`config.mk`:
```
export PLATFORM = sky130hd
export DESIGN_NAME = axi_lite_csr_regs_flat
export DESIGN_NICKNAME = d
export VERILOG_FILES = /design/src/rtl/axi_lite_csr_regs_if.sv /design/src/rtl/axi_lite_csr_regs.sv /design/src/flat_wrapper.sv
export SDC_FILE = /design/constraint.sdc
export NUM_CORES = 1
export LEC_CHECK = 0
export ABC_CLOCK_PERIOD_IN_PS = 2520
export CORE_ASPECT_RATIO = 0.6
export CORE_MARGIN = 3
export CORE_UTILIZATION = 49
export CTS_CLUSTER_SIZE = 16
export DETAILED_ROUTE_END_ITERATION = 16
export PLACE_DENSITY_LB_ADDON = 0.05
export SETUP_SLACK_MARGIN = 0.02
export SKIP_CTS_REPAIR_TIMING = 1
export SYNTH_ARGS = -nofsm -noshare
export SYNTH_HDL_FRONTEND = slang
export SYNTH_SLANG_ARGS = --single-unit
```
`constraint.sdc`:
```
create_clock -name gclk_i -period 2.52 [get_ports gclk_i]
set_input_delay 0.504 -clock gclk_i [delete_from_list [all_inputs] [get_ports gclk_i]]
set_output_delay 0.504 -clock gclk_i [all_outputs]
set_load 0.1 [all_outputs]
```
`src/rtl/axi_lite_csr_regs_if.sv`:
```
// AXI-lite style CSR bus: independent write address / write data channels,
// a 2-bit write response code, and a single-outstanding read channel.
interface axi_lite_if #(
    parameter int ADDR_WIDTH = 5,
    parameter int DATA_WIDTH = 32
);
    logic                  wavalid;
    logic                  waready;
    logic [ADDR_WIDTH-1:0] waddr;
    logic                  wvalid;
    logic                  wready;
    logic [DATA_WIDTH-1:0] wdata;
    logic                  bvalid;
    logic                  bready;
    logic [1:0]            bdata;
    logic                  arvalid;
    logic                  arready;
    logic [ADDR_WIDTH-1:0] araddr;
    logic                  rvalid;
    logic                  rready;
    logic [DATA_WIDTH-1:0] rdata;

    modport slave (
        input  wavalid, waddr, wvalid, wdata, bready, arvalid, araddr, rready,
        output waready, wready, bvalid, bdata, arready, rvalid, rdata
    );
    modport master (
        output wavalid, waddr, wvalid, wdata, bready, arvalid, araddr, rready,
        input  waready, wready, bvalid, bdata, arready, rvalid, rdata
    );
endinterface

```
`src/rtl/axi_lite_csr_regs.sv`:
```
// AXI-lite CSR bank: NUM_RW control registers followed by NUM_RO status words.
// Write address/data are held independently until both are present, then committed.

module axi_lite_csr_rw_reg #(
    parameter int DATA_WIDTH = 32
) (
    input  logic                  gclk_i,
    input  logic                  grst_ni,
    input  logic                  we_i,
    input  logic [DATA_WIDTH-1:0] wdata_i,
    output logic [DATA_WIDTH-1:0] q_o,
    output logic                  pulse_o
);
    logic [DATA_WIDTH-1:0] q_q, q_d;
    logic                  pulse_q;

    assign q_d = we_i ? wdata_i : q_q;

    always_ff @(posedge gclk_i) begin
        if (!grst_ni) begin
            q_q     <= '0;
            pulse_q <= 1'b0;
        end else begin
            q_q     <= q_d;
            pulse_q <= we_i;
        end
    end

    assign q_o     = q_q;
    assign pulse_o = pulse_q;
endmodule

module axi_lite_csr_regs #(
    parameter int ADDR_WIDTH = 5,
    parameter int DATA_WIDTH = 32,
    parameter int NUM_RW     = 4,
    parameter int NUM_RO     = 4
) (
    input  logic                         gclk_i,
    input  logic                         grst_ni,
    axi_lite_if.slave                    s,
    output logic [NUM_RW*DATA_WIDTH-1:0] rw_regs_o,
    output logic [NUM_RW-1:0]            rw_wr_pulse_o,
    input  logic [NUM_RO*DATA_WIDTH-1:0] ro_regs_i
);
    localparam int IDX_W    = ADDR_WIDTH - 2;
    localparam int NUM_REGS = NUM_RW + NUM_RO;
    localparam logic [IDX_W:0] RW_LIM  = (IDX_W+1)'(NUM_RW);
    localparam logic [IDX_W:0] ALL_LIM = (IDX_W+1)'(NUM_REGS);

    generate
        if (NUM_REGS > 2**IDX_W) begin : g_map_overflow
            $error("axi_lite_csr_regs: NUM_RW+NUM_RO exceeds the address map");
        end
    endgenerate

    logic                  aw_held_q, aw_held_d;
    logic [IDX_W-1:0]      aw_idx_q, aw_idx_d;
    logic                  w_held_q, w_held_d;
    logic [DATA_WIDTH-1:0] w_data_q, w_data_d;
    logic                  bvalid_q, bvalid_d;
    logic [1:0]            bdata_q, bdata_d;
    logic                  rvalid_q, rvalid_d;
    logic [DATA_WIDTH-1:0] rdata_q, rdata_d;

    logic [NUM_RW-1:0][DATA_WIDTH-1:0] regs;
    logic [NUM_RO-1:0][DATA_WIDTH-1:0] ro;
    logic [NUM_RW-1:0]                 we;

    logic                  waready, wready, arready;
    logic                  aw_fire, w_fire, ar_fire, commit;
    logic [IDX_W-1:0]      c_idx, ar_idx;
    logic [DATA_WIDTH-1:0] c_data, rd_mux;
    logic [1:0]            c_code;
    logic                  unused_addr_lsbs;

    assign ro               = ro_regs_i;
    assign unused_addr_lsbs = ^{s.waddr[1:0], s.araddr[1:0]};

    // Readies come from internal flags only, never from the *valid inputs.
    assign waready = !aw_held_q && !bvalid_q;
    assign wready  = !w_held_q && !bvalid_q;
    assign arready = !rvalid_q;

    assign aw_fire = s.wavalid && waready;
    assign w_fire  = s.wvalid && wready;
    assign ar_fire = s.arvalid && arready;
    assign commit  = (aw_held_q || aw_fire) && (w_held_q || w_fire);

    assign c_idx  = aw_held_q ? aw_idx_q : s.waddr[ADDR_WIDTH-1:2];
    assign c_data = w_held_q ? w_data_q : s.wdata;
    assign ar_idx = s.araddr[ADDR_WIDTH-1:2];

    always_comb begin
        if ({1'b0, c_idx} < RW_LIM)       c_code = 2'd0;
        else if ({1'b0, c_idx} < ALL_LIM) c_code = 2'd1;
        else                              c_code = 2'd2;
    end

    // Read mux sees pre-commit register values, so a same-edge write is not visible.
    always_comb begin
        rd_mux = '0;
        for (int i = 0; i < NUM_RW; i++)
            if (ar_idx == IDX_W'(i)) rd_mux = regs[i];
        for (int j = 0; j < NUM_RO; j++)
            if (ar_idx == IDX_W'(NUM_RW + j)) rd_mux = ro[j];
    end

    always_comb begin
        aw_held_d = commit ? 1'b0 : (aw_fire ? 1'b1 : aw_held_q);
        aw_idx_d  = aw_fire ? s.waddr[ADDR_WIDTH-1:2] : aw_idx_q;
        w_held_d  = commit ? 1'b0 : (w_fire ? 1'b1 : w_held_q);
        w_data_d  = w_fire ? s.wdata : w_data_q;
        bvalid_d  = commit ? 1'b1 : ((bvalid_q && s.bready) ? 1'b0 : bvalid_q);
        bdata_d   = commit ? c_code : bdata_q;
        rvalid_d  = ar_fire ? 1'b1 : ((rvalid_q && s.rready) ? 1'b0 : rvalid_q);
        rdata_d   = ar_fire ? rd_mux : rdata_q;
    end

    always_ff @(posedge gclk_i) begin
        if (!grst_ni) begin
            aw_held_q <= 1'b0;
            aw_idx_q  <= '0;
            w_held_q  <= 1'b0;
            w_data_q  <= '0;
            bvalid_q  <= 1'b0;
            bdata_q   <= '0;
            rvalid_q  <= 1'b0;
            rdata_q   <= '0;
        end else begin
            aw_held_q <= aw_held_d;
            aw_idx_q  <= aw_idx_d;
            w_held_q  <= w_held_d;
            w_data_q  <= w_data_d;
            bvalid_q  <= bvalid_d;
            bdata_q   <= bdata_d;
            rvalid_q  <= rvalid_d;
            rdata_q   <= rdata_d;
        end
    end

    generate
        for (genvar g = 0; g < NUM_RW; g++) begin : g_rw
            assign we[g] = commit && (c_idx == IDX_W'(g));
            axi_lite_csr_rw_reg #(.DATA_WIDTH(DATA_WIDTH)) u_reg (
                .gclk_i  (gclk_i),
                .grst_ni (grst_ni),
                .we_i    (we[g]),
                .wdata_i (c_data),
                .q_o     (regs[g]),
                .pulse_o (rw_wr_pulse_o[g])
            );
        end
    endgenerate

    assign rw_regs_o = regs;
    assign s.waready = waready;
    assign s.wready  = wready;
    assign s.arready = arready;
    assign s.bvalid  = bvalid_q;
    assign s.bdata   = bdata_q;
    assign s.rvalid  = rvalid_q;
    assign s.rdata   = rdata_q;
endmodule
```
`src/flat_wrapper.sv`:
```
// flat-port wrapper written by rule: the top's interface ports become plain ports
module axi_lite_csr_regs_flat 
#(
    parameter int ADDR_WIDTH = 5,
    parameter int DATA_WIDTH = 32,
    parameter int NUM_RW     = 4,
    parameter int NUM_RO     = 4
)
  (gclk_i, grst_ni, rw_regs_o, rw_wr_pulse_o, ro_regs_i, s_wavalid, s_waddr, s_wvalid, s_wdata, s_bready, s_arvalid, s_araddr, s_rready, s_waready, s_wready, s_bvalid, s_bdata, s_arready, s_rvalid, s_rdata);
  axi_lite_if #(.ADDR_WIDTH(ADDR_WIDTH), .DATA_WIDTH(DATA_WIDTH)) s_i ();
  input  logic gclk_i;
  input  logic grst_ni;
  output logic [NUM_RW*DATA_WIDTH-1:0] rw_regs_o;
  output logic [NUM_RW-1:0] rw_wr_pulse_o;
  input  logic [NUM_RO*DATA_WIDTH-1:0] ro_regs_i;
  input wire logic [$bits(s_i.wavalid)-1:0] s_wavalid;
  input wire logic [$bits(s_i.waddr)-1:0] s_waddr;
  input wire logic [$bits(s_i.wvalid)-1:0] s_wvalid;
  input wire logic [$bits(s_i.wdata)-1:0] s_wdata;
  input wire logic [$bits(s_i.bready)-1:0] s_bready;
  input wire logic [$bits(s_i.arvalid)-1:0] s_arvalid;
  input wire logic [$bits(s_i.araddr)-1:0] s_araddr;
  input wire logic [$bits(s_i.rready)-1:0] s_rready;
  output wire logic [$bits(s_i.waready)-1:0] s_waready;
  output wire logic [$bits(s_i.wready)-1:0] s_wready;
  output wire logic [$bits(s_i.bvalid)-1:0] s_bvalid;
  output wire logic [$bits(s_i.bdata)-1:0] s_bdata;
  output wire logic [$bits(s_i.arready)-1:0] s_arready;
  output wire logic [$bits(s_i.rvalid)-1:0] s_rvalid;
  output wire logic [$bits(s_i.rdata)-1:0] s_rdata;
  assign s_i.wavalid = s_wavalid;
  assign s_i.waddr = s_waddr;
  assign s_i.wvalid = s_wvalid;
  assign s_i.wdata = s_wdata;
  assign s_i.bready = s_bready;
  assign s_i.arvalid = s_arvalid;
  assign s_i.araddr = s_araddr;
  assign s_i.rready = s_rready;
  assign s_waready = s_i.waready;
  assign s_wready = s_i.wready;
  assign s_bvalid = s_i.bvalid;
  assign s_bdata = s_i.bdata;
  assign s_arready = s_i.arready;
  assign s_rvalid = s_i.rvalid;
  assign s_rdata = s_i.rdata;
  axi_lite_csr_regs #(.ADDR_WIDTH(ADDR_WIDTH), .DATA_WIDTH(DATA_WIDTH), .NUM_RW(NUM_RW), .NUM_RO(NUM_RO)) u_core (.gclk_i(gclk_i), .grst_ni(grst_ni), .s(s_i), .rw_regs_o(rw_regs_o), .rw_wr_pulse_o(rw_wr_pulse_o), .ro_regs_i(ro_regs_i));
endmodule
```
# Word-level counts from Yosys, hierarchy flattened
# Cells that the tools add are included.
# totals
regBits	205
in_bits	177
out_inout_bits	171
wordCells	66
# op_classes
order_cmp	1
n_eq_ne	10
muxes	15
bitwise_logic	1
reduce_logical	23
# op_table
op	count
32-bit two-way mux	9
3-bit by 2-bit equality test with 1-bit output, second input constant	4
3-bit equality test, second input constant	4
1-bit logical AND	12
3-bit by 1-bit equality test with 1-bit output, second input constant	2
3-bit zero test	2
1-bit two-way mux	5
1-bit zero test	4
2-bit nonzero test	2
3-bit < comparator, second input constant	1
3-bit two-way mux	1
1-bit logical OR	2
2-bit OR reduction	1
1-bit inverter	1

# Longest topological paths before layout
# Gate-level depths: netlist of the first run.
# depth
depth_word	9
mapped_depth	8
mapped_depth_nobuf	4

# Modules after synthesis
# From an unflattened synthesis of the first run, not the netlist that was laid out.
# hier_totals
hier_cells	1084
hier_area_um2	10543.9
# by_module_without_submodules
module	n_inst	cells_each	area_per_inst_um2	seq_area_each_um2
axi_lite_csr_regs	1	664	5464.0	1441.4
axi_lite_csr_rw_reg	4	105	1270.0	660.6

# Least setup slack after synthesis of the first run
# OpenSTA, ideal clock, no wires.
# synth_timing
path_type	flip-flop to flip-flop
start	register u_core.bvalid_q (netlist: u_core.s.bvalid)
end	register u_core.w_data_q[10]
arrival_ns	2.907
required_ns	2.444
slack_ns	-0.462
path_stages_with_launch	7
n_path_buf	2
period_less_slack_ns	2.982
cell_sequence	dfxtp_1 nor2_1 and2_1 clkbuf_1 buf_2 nand2_1 a21boi_0
# synth_via
elab_chain_len	3
# synth_lines
item	line	rtl
start, declared	axi_lite_csr_regs.sv:61	logic bvalid_q, bvalid_d;
start signal, assigned	axi_lite_csr_regs.sv:135	bvalid_q <= bvalid_d;
1-bit zero test	axi_lite_csr_regs.sv:82	assign wready = !w_held_q && !bvalid_q;
1-bit logical AND	axi_lite_csr_regs.sv:82	
net s_wready	flat_wrapper.sv:25	output wire logic [$bits(s_i.wready)-1:0] s_wready;
1-bit logical AND	axi_lite_csr_regs.sv:86	assign w_fire = s.wvalid && wready;
end signal, assigned	axi_lite_csr_regs.sv:134	w_data_q <= w_data_d;
end, declared	axi_lite_csr_regs.sv:60	logic [DATA_WIDTH-1:0] w_data_q, w_data_d;
# The timed path passes the listed nets, and every way through them passes these cells.
# A chain may end at the register's enable or synchronous reset.

# Worst setup path after layout of the first run
# layout_timing
start	register u_core.aw_held_q
end	register u_core.g_rw[1].u_reg.q_q[24]
# layout_via
elab_chain_len	6
elab_cells_between_ends	8
cone_classes	1 x eq/ne; 1 x mux; 6 x reduce/logical
# layout_lines
item	line	rtl
start, declared	axi_lite_csr_regs.sv:57	logic aw_held_q, aw_held_d;
start signal, assigned	axi_lite_csr_regs.sv:131	aw_held_q <= aw_held_d;
1-bit zero test	axi_lite_csr_regs.sv:81	assign waready = !aw_held_q && !bvalid_q;
1-bit logical AND	axi_lite_csr_regs.sv:81	
1-bit logical AND	axi_lite_csr_regs.sv:85	assign aw_fire = s.wavalid && waready;
1-bit logical OR	axi_lite_csr_regs.sv:88	assign commit = (aw_held_q || aw_fire) && (w_held_q || w_fire);
1-bit logical AND	axi_lite_csr_regs.sv:88	
1-bit logical AND *	axi_lite_csr_regs.sv:144	assign we[g] = commit && (c_idx == IDX_W'(g));
end signal, assigned	axi_lite_csr_regs.sv:24	q_q <= q_d;
end, declared	axi_lite_csr_regs.sv:14	logic [DATA_WIDTH-1:0] q_q, q_d;
# Mark *: on every way between the ends. The rest lies on a longest branch, timed or not.

==> results of run 1 <==
-- flip-flops by register name, summed over array words and instances, names as in the netlist --
| register | flops |
|---|---|
| u_core.g_rw.u_reg.q_o | 128 |
| u_core.s.rdata | 32 |
| u_core.w_data_q | 32 |
| u_core.g_rw.u_reg.pulse_o | 4 |
| u_core.aw_idx_q | 3 |
| u_core.aw_held_q | 1 |
| u_core.s.bdata | 1 |
| u_core.s.bvalid | 1 |
| u_core.s.rvalid | 1 |
| u_core.w_held_q | 1 |
-- critical path: stages, from the launching register on --
cell and delay, ps:
dfxtp_1 640, mux2i_4 340, o221ai_4 210, nor3_4 210
buf_12 310, mux2i_1 240
-- worst max-delay path by stage --
stage | endpoint | slack (ps) | cells after the start
after floorplan | u_core.w_data_q[10] | 40 | 6
after global placement | u_core.g_rw[3].u_reg.q_o[21] | 260 | 6
after detailed placement | u_core.g_rw[2].u_reg.q_o[30] | 200 | 6
after CTS | u_core.g_rw[2].u_reg.q_o[0] | 450 | 5
after global routing | u_core.g_rw[0].u_reg.q_o[24] | 350 | 5
final | u_core.g_rw[1].u_reg.q_o[24] | 460 | 5
-- cells in the mapped netlist (8+ instances only) --
master     instances  share of area (%)
a2111oi_0         29                2.5
a21boi_0          35                2.6
a22o_1            29                2.5
and2_1             9               0.56
buf_2             19               0.95
buf_4             12               0.90
buf_8             12                1.8
clkbuf_1          41                1.5
dfxtp_1          204                 41
mux2_2            34                3.8
mux2i_1          168                 17
mux4_2            29                6.5
nand2_1          257                9.6
nor2_1            65                2.4
nor2b_1            8               0.50
o22ai_1           29                1.8
-- cells in the final DEF (no fill, tap or decap), drive strengths merged, types with 7 or more instances in the layout --
cell           count
a2111oi           29
a21boi            35
a22o              29
and2               9
buf              199
clkbuf            26
clkdlybuf4s50    168
clkinv             8
dfxtp            204
mux2              34
mux2i            169
mux4              29
nand2            257
nor2              65
nor2b              9
o21ai              7
o22ai             29
-- metal layers --
metal / vias up / track usage (%) / routed length [um]
li1: 4227 / - / -
met1: 4229 / 36.4 / 13900
met2: 319 / 45.2 / 15000
met3: 52 / 8.79 / 3070
met4: 2 / 6.16 / 696
met5: - / 0 / 13
-- where the power goes --
| group | internal, mW | switching (mW) | total (mW) |
|---|---|---|---|
| sequential | 3.37 | 0.104 | 3.47 |
| combinational | 0.734 | 1.39 | 2.12 |
| clock | 1.75 | 1.30 | 3.05 |
| total | 5.85 | 2.79 | 8.65 |
-- layout make-up --
class	count	area (um2)	area share, %
clock inverter	10	86.3	0.627
clock buffer	26	584	4.24
inverter	1	3.75	0.0272
tap	266	333	2.42
antenna	1	2.50	0.0182
multi-input combinational	734	5360	38.9
sequential	204	4090	29.7
timing repair buffer	367	3320	24.1
-- stage by stage --
| stage | utilization [%] | cells | setup slack (ps) | power, mW |
|---|---|---|---|---|
| 2_1_floorplan | - | 1030 | 39.4 | 5.00 |
| 3_3_place_gp | 67.1 | 1572 | 256 | 5.64 |
| 3_5_place_dp | 67.1 | 1572 | 202 | 5.66 |
| 4_1_cts | 70.6 | 1608 | 454 | 8.69 |
| 5_1_grt | 70.6 | 1608 | 353 | 8.93 |
| 6_report | 70.6 | 1609 | 458 | 8.65 |
-- cells by family (layout without fill, tap and decap cells) --
family	count (synthesis)	after routing	share of synthesized area, %
compound gates	148	148	11.5
other cells	1	2	0.0374
mux	232	232	27.4
buf+inv	92	404	5.86
simple gates	353	353	14.5
flops	204	204	40.8
==> qor.yml, run 1 <==
outcome:
  run_status: "finished clean"
final_layout:
  drive_above_1_share_pct: 23.2
  design_area_mm2: 0.0138
  area_growth_pct: 37.5
  nFillCells: 1522
  nets: 1505
sta:
  maxSlewViolCount: 0
  final.period_utilization_pct: 81.8
  setup_viol: 0
  rsz0062_at_grt: "no"
  final-hold-violation-count: 0
  fin_worst_skew_ps: 9.05
  period_minus_slack_ps: 2060
  slew_headroom_pct: 64.8
  holdWs_ps: 312
  tightestPinTransition_ps: 513
  setup_tns_ps: 0
  max_freq_mhz: 485
routing:
  vias: 8829
  route.detailed.drc: 0
  drtAntennaViolNets: 0
  first_pass_iters: 5
  drt-total-wl_um: 32700
  drt_iter0_drc: 568
  viasPerCell: 5.49
  avgRoutedWirePerCell_um: 20.3
synth:
  ys_seq_area_share_pct: 40.8
  postSynthAreaPerCell_um2: 9.73
  synthArstFlopShare_pct: 0
  synth_edf_count: 0
  ys_types: 36
  synth-seq-cells: 204
  synth_nets: 1207
  synthCells: 1030
  syn-cell-area_mm2: 0.0100
  synth_flop_cell: "dfxtp_1"
  ys_warn_count: 0
pwr:
  power.density_mw_per_mm2: 628
  leakage_nw: 5.41
  vdd_drop_max_mv: 0.469
cts:
  clockBufferDepth: 3
  insertion_delay_ps: 490
  cts-htree-levels: 1
  cts_tree: "done"
  numCtsBuffers: 20
  cts_sinks: 204
  clk_pin_slew_ps: 70
  clockRootBuffer: "clkbuf_16"
critical_path:
  r2r_setup_slack_ps: 460
  rr_worst_depth: 5
  required_ps: 2930
  r2r_end: "u_core.g_rw[1].u_reg.q_o[24]"
  crit_type: "flip-flop to flip-flop"
  cp-startpoint: "u_core.aw_held_q"
  cp_max_fo: 34
  r2r_start: "u_core.aw_held_q"
  worstSetupStartpointType: "flip-flop"
  cp.arrival_ps: 2470
  cp-end-kind: "flip-flop"
global_routing:
  grt_pass1_wl_um: 48500
  track_usage_pct: 27.7
  grt_max_degree: 119
  overflow: 0
  antenna_found_initial: 1
  grt_pass1_vias: 8547
worst_hold_path:
  min_to: "u_core.s.rdata[16]"
  holdCritStartpoint: "grst_ni"
  hold_class: "input port to flip-flop"
  min_delay_path_depth: 3
placement:
  hpwl_um: 23200
  gp_congestion: 0.859
  placed_cell_area_mm2: 0.0131
  io_buffers: 342
run:
  max_cap_violations: 0
die:
  start_util_pct: 51.3
  rows: 39
  dieArea_mm2: 0.0223
  die_h_um: 117
  io_pins: 348
  coreArea_mm2: 0.0195
  die_x_um: 191
No activity file was read; power rests on OpenSTA's default activity.
==> run 2: changes to the inputs <==
--- a/config.mk
+++ b/config.mk
@@ -5,10 +5,10 @@
 export SDC_FILE = /design/constraint.sdc
 export NUM_CORES = 1
 export LEC_CHECK = 0
-export ABC_CLOCK_PERIOD_IN_PS = 2520
+export ABC_CLOCK_PERIOD_IN_PS = 1800
 export CORE_ASPECT_RATIO = 0.6
 export CORE_MARGIN = 3
-export CORE_UTILIZATION = 49
+export CORE_UTILIZATION = 41
 export CTS_CLUSTER_SIZE = 16
 export DETAILED_ROUTE_END_ITERATION = 16
 export PLACE_DENSITY_LB_ADDON = 0.05
==> constraint.sdc (replaced) <==
create_clock -name gclk_i -period 1.8 [get_ports gclk_i]
set_input_delay 0.36 -clock gclk_i [delete_from_list [all_inputs] [get_ports gclk_i]]
set_output_delay 0.36 -clock gclk_i [all_outputs]
set_load 0.1 [all_outputs]
==> run 2 against run 1 <==
Combinational power increased by 64%. Critical path depth rose by 1. Largest power group unchanged. Core utilization fell by 0.68 points. Maximum frequency grew 18%. Register-to-register slack lost 410 ps. Clock skew decreased by 1.2 ps. Wire length rose by 6.4%. First-iteration DRC count rose by 6.3%. Final area is 20% higher.
==> qor.yml, run 2 (synthesis gave the netlist of run 1 again) <==
pwr:
  power.density_mw_per_mm2: 766  # was 628 mW/mm2
  vdd_drop_max_mv: 0.532  # was 0.469 mV
  leakage_nw: 6.12  # was 5.41 nW
  p_total_mw: 12.6  # was 8.65 mW
routing:
  avgRoutedWirePerCell_um: 20.7  # was 20.3 um
  viasPerCell: 5.31  # was 5.49
  drt_iter0_drc: 604  # was 568
  vias: 8929  # was 8829
  drt-total-wl_um: 34800  # was 32700 um
  route.detailed.drc: 0  # unchanged
  drtAntennaViolNets: 0  # unchanged
  first_pass_iters: 5  # unchanged
worst_hold_path:
  holdCritStartpoint: "grst_ni"  # unchanged
  hold_class: "input port to flip-flop"  # unchanged
placement:
  placed_cell_area_mm2: 0.0157  # was 0.0131 mm2
  gp_congestion: 0.838  # was 0.859
  hpwl_um: 25600  # was 23200 um
  io_buffers: 342  # unchanged
critical_path:
  required_ps: 2210  # was 2930 ps
  worst-path-buf-inv: 2  # was 1
  worstSetupStartpointType: "flip-flop"  # unchanged
  crit_type: "flip-flop to flip-flop"  # unchanged
  cp.arrival_ps: 2160  # was 2470 ps
  cp_max_fo: 9  # was 34
  r2r_setup_slack_ps: 50  # was 460 ps
  critical_path.cell_chain: "mux2i_4 > o221ai_4 > nor3_4 > buf_12 > buf_12 > mux2i_1"  # was mux2i_4 > o221ai_4 > nor3_4 > buf_12 > mux2i_1
  crit_family: "multiplexers"  # was flip-flops
  worst_path_largest_cell_delay_ps: 410  # was 640 ps
  cp-startpoint: "u_core.aw_held_q"  # unchanged
  cp-end-kind: "flip-flop"  # unchanged
  r2r_start: "u_core.aw_held_q"  # unchanged
  crit_top_cell: "buf_12"
  cpMaxStageDelayCell: "dfxtp_4"  # was dfxtp_1
die:
  start_util_pct: 42.5  # was 51.3%
  coreArea_mm2: 0.0236  # was 0.0195 mm2
  die_h_um: 127  # was 117 um
  rows: 43  # was 39
  dieArea_mm2: 0.0264  # was 0.0223 mm2
  io_pins: 348  # unchanged
  die_x_um: 208  # was 191 um
global_routing:
  overflow: 0  # unchanged
  grt_pass1_vias: 9113  # was 8547
  track_usage_pct: 25.2  # was 27.7%
  grt_pass1_wl_um: 53300  # was 48500 um
  grt_max_degree: 93  # was 119
  antenna_found_initial: 0  # was 1
final_layout:
  mostFrequentLayoutCells: "256 x nand2_1, 192 x buf_12, 168 x clkdlybuf4s50_1, 167 x mux2i_1, 118 x dfxtp_2"  # was 257 x nand2_1, 203 x dfxtp_1, 184 x buf_4, 168 x mux2i_1, 168 x clkdlybuf4s50_1
  final_common_cell: "nand2_1"  # unchanged
  nFillCells: 1780  # was 1522
  design_area_mm2: 0.0165  # was 0.0138 mm2
  area_growth_pct: 64.5  # was 37.5%
  antenna-diode-count: 0  # was 1
  largest_reg_flops: 128  # unchanged
  drive_above_1_share_pct: 33.0  # was 23.2%
  seq_area_mm2: 0.00424  # was 0.00409 mm2
  nets: 1529  # was 1505
  postLayoutCoreUtil_pct: 69.9  # was 70.6%
  multi_input_area_mm2: 0.00537  # was 0.00536 mm2
sta:
  fin_worst_skew_ps: 7.81  # was 9.05 ps
  rsz0062_at_grt: "yes"  # was no
  max_freq_mhz: 572  # was 485 MHz
  tightestPinTransition_ps: 582  # was 513 ps
  maxSlewViolCount: 0  # unchanged
  setup_viol: 0  # unchanged
  final-hold-violation-count: 0  # unchanged
  period_minus_slack_ps: 1750  # was 2060 ps
  setup_tns_ps: 0  # unchanged
  slew_headroom_pct: 60.1  # was 64.8%
  final.period_utilization_pct: 97.1  # was 81.8%
  holdWs_ps: 183  # was 312 ps
cts:
  cts_tree: "done"  # unchanged
  clockBufferDepth: 3  # unchanged
  numCtsBuffers: 20  # unchanged
  cts-htree-levels: 1  # unchanged
  clk_pin_slew_ps: 70  # about the same
  insertion_delay_ps: 490  # about the same
  clockRootBuffer: "clkbuf_16"  # unchanged
  cts_sinks: 204  # unchanged
run:
  max_cap_violations: 0  # unchanged
outcome:
  run_status: "finished clean"  # unchanged
## run 2: changes by cell type in the layout (fill, tap and decap cells not counted), sizes merged
cell / previous run / this run
inv: 2 / 1
diode: 1 / 0
buf: 199 / 221
clkbuf: 26 / 31
clkinv: 8 / 6
## run 2: layout make-up
type | instances | area share [%]
clock inverters | 7 | 0.365
clock buffers | 29 | 3.56
repair buffers | 391 | 35.3
well taps | 315 | 2.39
inverters | 1 | 0.0228
multi-input cells | 734 | 32.6
flip-flops and latches | 204 | 25.7
## run 2: report_power, final
group          internal [mW]  switching [mW]  leakage, nW
registers               4.73           0.218         1.72
logic                   1.47            2.00         4.08
clock network           2.42            1.79        0.323
total                   8.62            4.01         6.12
## run 2: layer usage
metal	up-vias	global-route usage, %	share of wire (%)
met2	271	41.3	47
li1	4283	-	-
met1	4334	33.3	44
met4	0	5.19	1.9
met5	-	0	0
met3	41	7.71	7.8
## run 2: final timing paths
path                                   to  cells after the start
max          u_core.g_rw[2].u_reg.q_o[23]                      6
min reg2reg           u_core.w_data_q[20]                      2
min                       u_core.s.rvalid                      2
max reg2reg  u_core.g_rw[2].u_reg.q_o[23]                      6
## run 2: through the flow
stage	setup WS, ps	instances
floorplan	44.6	1030
global placement	-294	1642
detailed placement	-340	1642
CTS	-108	1678
global route	-11.7	1681
finish	51.3	1681
==> run 3: changes to the inputs <==
--- a/config.mk
+++ b/config.mk
@@ -17,3 +17,4 @@
 export SYNTH_ARGS = -nofsm -noshare
 export SYNTH_HDL_FRONTEND = slang
 export SYNTH_SLANG_ARGS = --single-unit
+export TNS_END_PERCENT = 10
==> run 3 against run 2 <==
Sequential cell count stayed put. Sequential power is essentially flat. Combinational power about the same. Critical path depth is the same. Clock power is 2% higher. Worst hold slack got worse by 14 ps. Largest power group unchanged. Maximum frequency grew 1.4%. Sequential share of layout area shrank 0.64 points. Register-to-register slack better by 20 ps.
==> qor.yml, run 3 (synthesis gave the netlist of run 1 again) <==
critical_path:
  cp-end-kind: "flip-flop"  # unchanged
  crit_type: "flip-flop to flip-flop"  # unchanged
  critical_path.cell_chain: "mux2i_4 > o221ai_4 > nor3_4 > buf_12 > clkbuf_16 > mux2i_1"  # was mux2i_4 > o221ai_4 > nor3_4 > buf_12 > buf_12 > mux2i_1
  cpMaxStageDelayCell: "dfxtp_4"  # unchanged
  cp.arrival_ps: 2140  # was 2160 ps
  worst_path_largest_cell_delay_ps: 390  # was 410 ps
  cp_max_fo: 10  # was 9
  worstSetupStartpointType: "flip-flop"  # unchanged
  required_ps: 2220  # was 2210 ps
pwr:
  vdd_drop_max_mv: 0.747  # was 0.532 mV
  power.density_mw_per_mm2: 779  # was 766 mW/mm2
  leakage_nw: 6.06  # was 6.12 nW
  p_total_mw: 12.7  # was 12.6 mW
placement:
  hpwl_um: 25700  # was 25600 um
  place_inst: 1641  # was 1642
  io_buffers: 342  # unchanged
  placed_cell_area_mm2: 0.0156  # was 0.0157 mm2
  gp_congestion: 0.858  # was 0.838
  place_ws_ps: -351  # was -340 ps
global_routing:
  overflow: 0  # unchanged
  grt_pass1_vias: 9308  # was 9113
  antenna_found_initial: 0  # unchanged
  grt_pass1_wl_um: 53400  # was 53300 um
  grt_max_degree: 101  # was 93
  track_usage_pct: 25.2  # about the same
cts:
  clk_pin_slew_ps: 70  # about the same
  clockBufferDepth: 3  # unchanged
  cts_sinks: 204  # unchanged
  insertion_delay_ps: 490  # about the same
  cts-htree-levels: 1  # unchanged
  clockRootBuffer: "clkbuf_16"  # unchanged
  cts_tree: "done"  # unchanged
  numCtsBuffers: 20  # unchanged
final_layout:
  mostFrequentLayoutCells: "257 x nand2_1, 200 x dfxtp_1, 192 x buf_12, 168 x mux2i_1, 168 x clkdlybuf4s50_1"  # was 256 x nand2_1, 192 x buf_12, 168 x clkdlybuf4s50_1, 167 x mux2i_1, 118 x dfxtp_2
  largest_reg_flops: 128  # unchanged
  final_common_cell: "nand2_1"  # unchanged
  postLayoutCoreUtil_pct: 69.2  # was 69.9%
  design_area_mm2: 0.0163  # was 0.0165 mm2
  area_growth_pct: 62.9  # was 64.5%
  antenna-diode-count: 0  # unchanged
  final_cells: 1679  # was 1681
  nets: 1529  # unchanged
  drive_above_1_share_pct: 24.4  # was 33.0%
die:
  dieArea_mm2: 0.0264  # unchanged
  rows: 43  # unchanged
  start_util_pct: 42.5  # unchanged
  die_h_um: 127  # unchanged
  io_pins: 348  # unchanged
  coreArea_mm2: 0.0236  # unchanged
  die_x_um: 208  # unchanged
worst_hold_path:
  hold_class: "input port to flip-flop"  # unchanged
routing:
  vias: 9005  # was 8929
  route.detailed.drc: 0  # unchanged
  drt-total-wl_um: 35000  # was 34800 um
  viasPerCell: 5.36  # was 5.31
  drtAntennaViolNets: 0  # unchanged
  first_pass_iters: 5  # unchanged
  avgRoutedWirePerCell_um: 20.8  # was 20.7 um
  drt_iter0_drc: 425  # was 604
run:
  max_cap_violations: 0  # unchanged
sta:
  setup_viol: 0  # unchanged
  max_freq_mhz: 580  # was 572 MHz
  final-hold-violation-count: 0  # unchanged
  holdWs_ps: 169  # was 183 ps
  setup_tns_ps: 0  # unchanged
  rsz0062_at_grt: "no"  # was yes
  tightestPinTransition_ps: 529  # was 582 ps
  period_minus_slack_ps: 1720  # was 1750 ps
  slew_headroom_pct: 63.7  # was 60.1%
  fin_worst_skew_ps: 8.92  # was 7.81 ps
  maxSlewViolCount: 0  # unchanged
  final.period_utilization_pct: 95.8  # was 97.1%
  setup_slack_ps: 75.5  # was 51.3 ps
outcome:
  run_status: "finished clean"  # unchanged
==> run 3: cell types whose count changed in the layout (fill, tap and decap cells not counted), moves of 2 or more <==
cell | before | now
clkbuf_1 | 6 | 4
clkinv_2 | 6 | 2
dfxtp_1 | 84 | 200
buf_4 | 24 | 26
dfxtp_2 | 118 | 2
clkbuf_8 | 1 | 6
==> run 3: final timing paths <==
kind	endpoint	startpoint	slack, ps	cells after the start
max reg2reg	u_core.g_rw[2].u_reg.q_o[1]	u_core.aw_held_q	80	6
min reg2reg	u_core.w_data_q[11]	u_core.w_data_q[11]	460	2
max	u_core.g_rw[2].u_reg.q_o[1]	u_core.aw_held_q	80	6
min	u_core.s.rvalid	grst_ni	170	2
==> run 3: cell type report <==
cell class	instances	area [um2]
Tap cell	315	394
Multi-Input combinational cell	734	5370
Inverter	1	3.75
Timing Repair Buffer	391	5790
Sequential cell	204	4090
Fill cell	1806	7250
Clock buffer	31	623
Clock inverter	3	40.0
==> run 3: power by group <==
part | total (mW) | internal [mW] | switching, mW | leakage, nW
registers | 4.93 | 4.72 | 0.217 | 1.66
clock network | 4.31 | 2.52 | 1.79 | 0.329
logic | 3.46 | 1.47 | 1.99 | 4.07
==> run 3: layer usage <==
layer | global-route usage [%] | vias up | wire [um]
met4 | 6.46 | 0 | 836
met3 | 7.56 | 45 | 2700
met5 | 0 | - | 0
li1 | - | 4272 | -
met1 | 32.3 | 4403 | 15000
met2 | 42.1 | 285 | 16500
==> run 3: worst max-delay path, delay by kind of cell (launching register included) <==
family,cells,cell delay [ps]
AOI/OAI and AO/OA,1,200
buffers and inverters,2,340
DFF,1,390
and+or+nand+nor,1,260
muxes,2,460
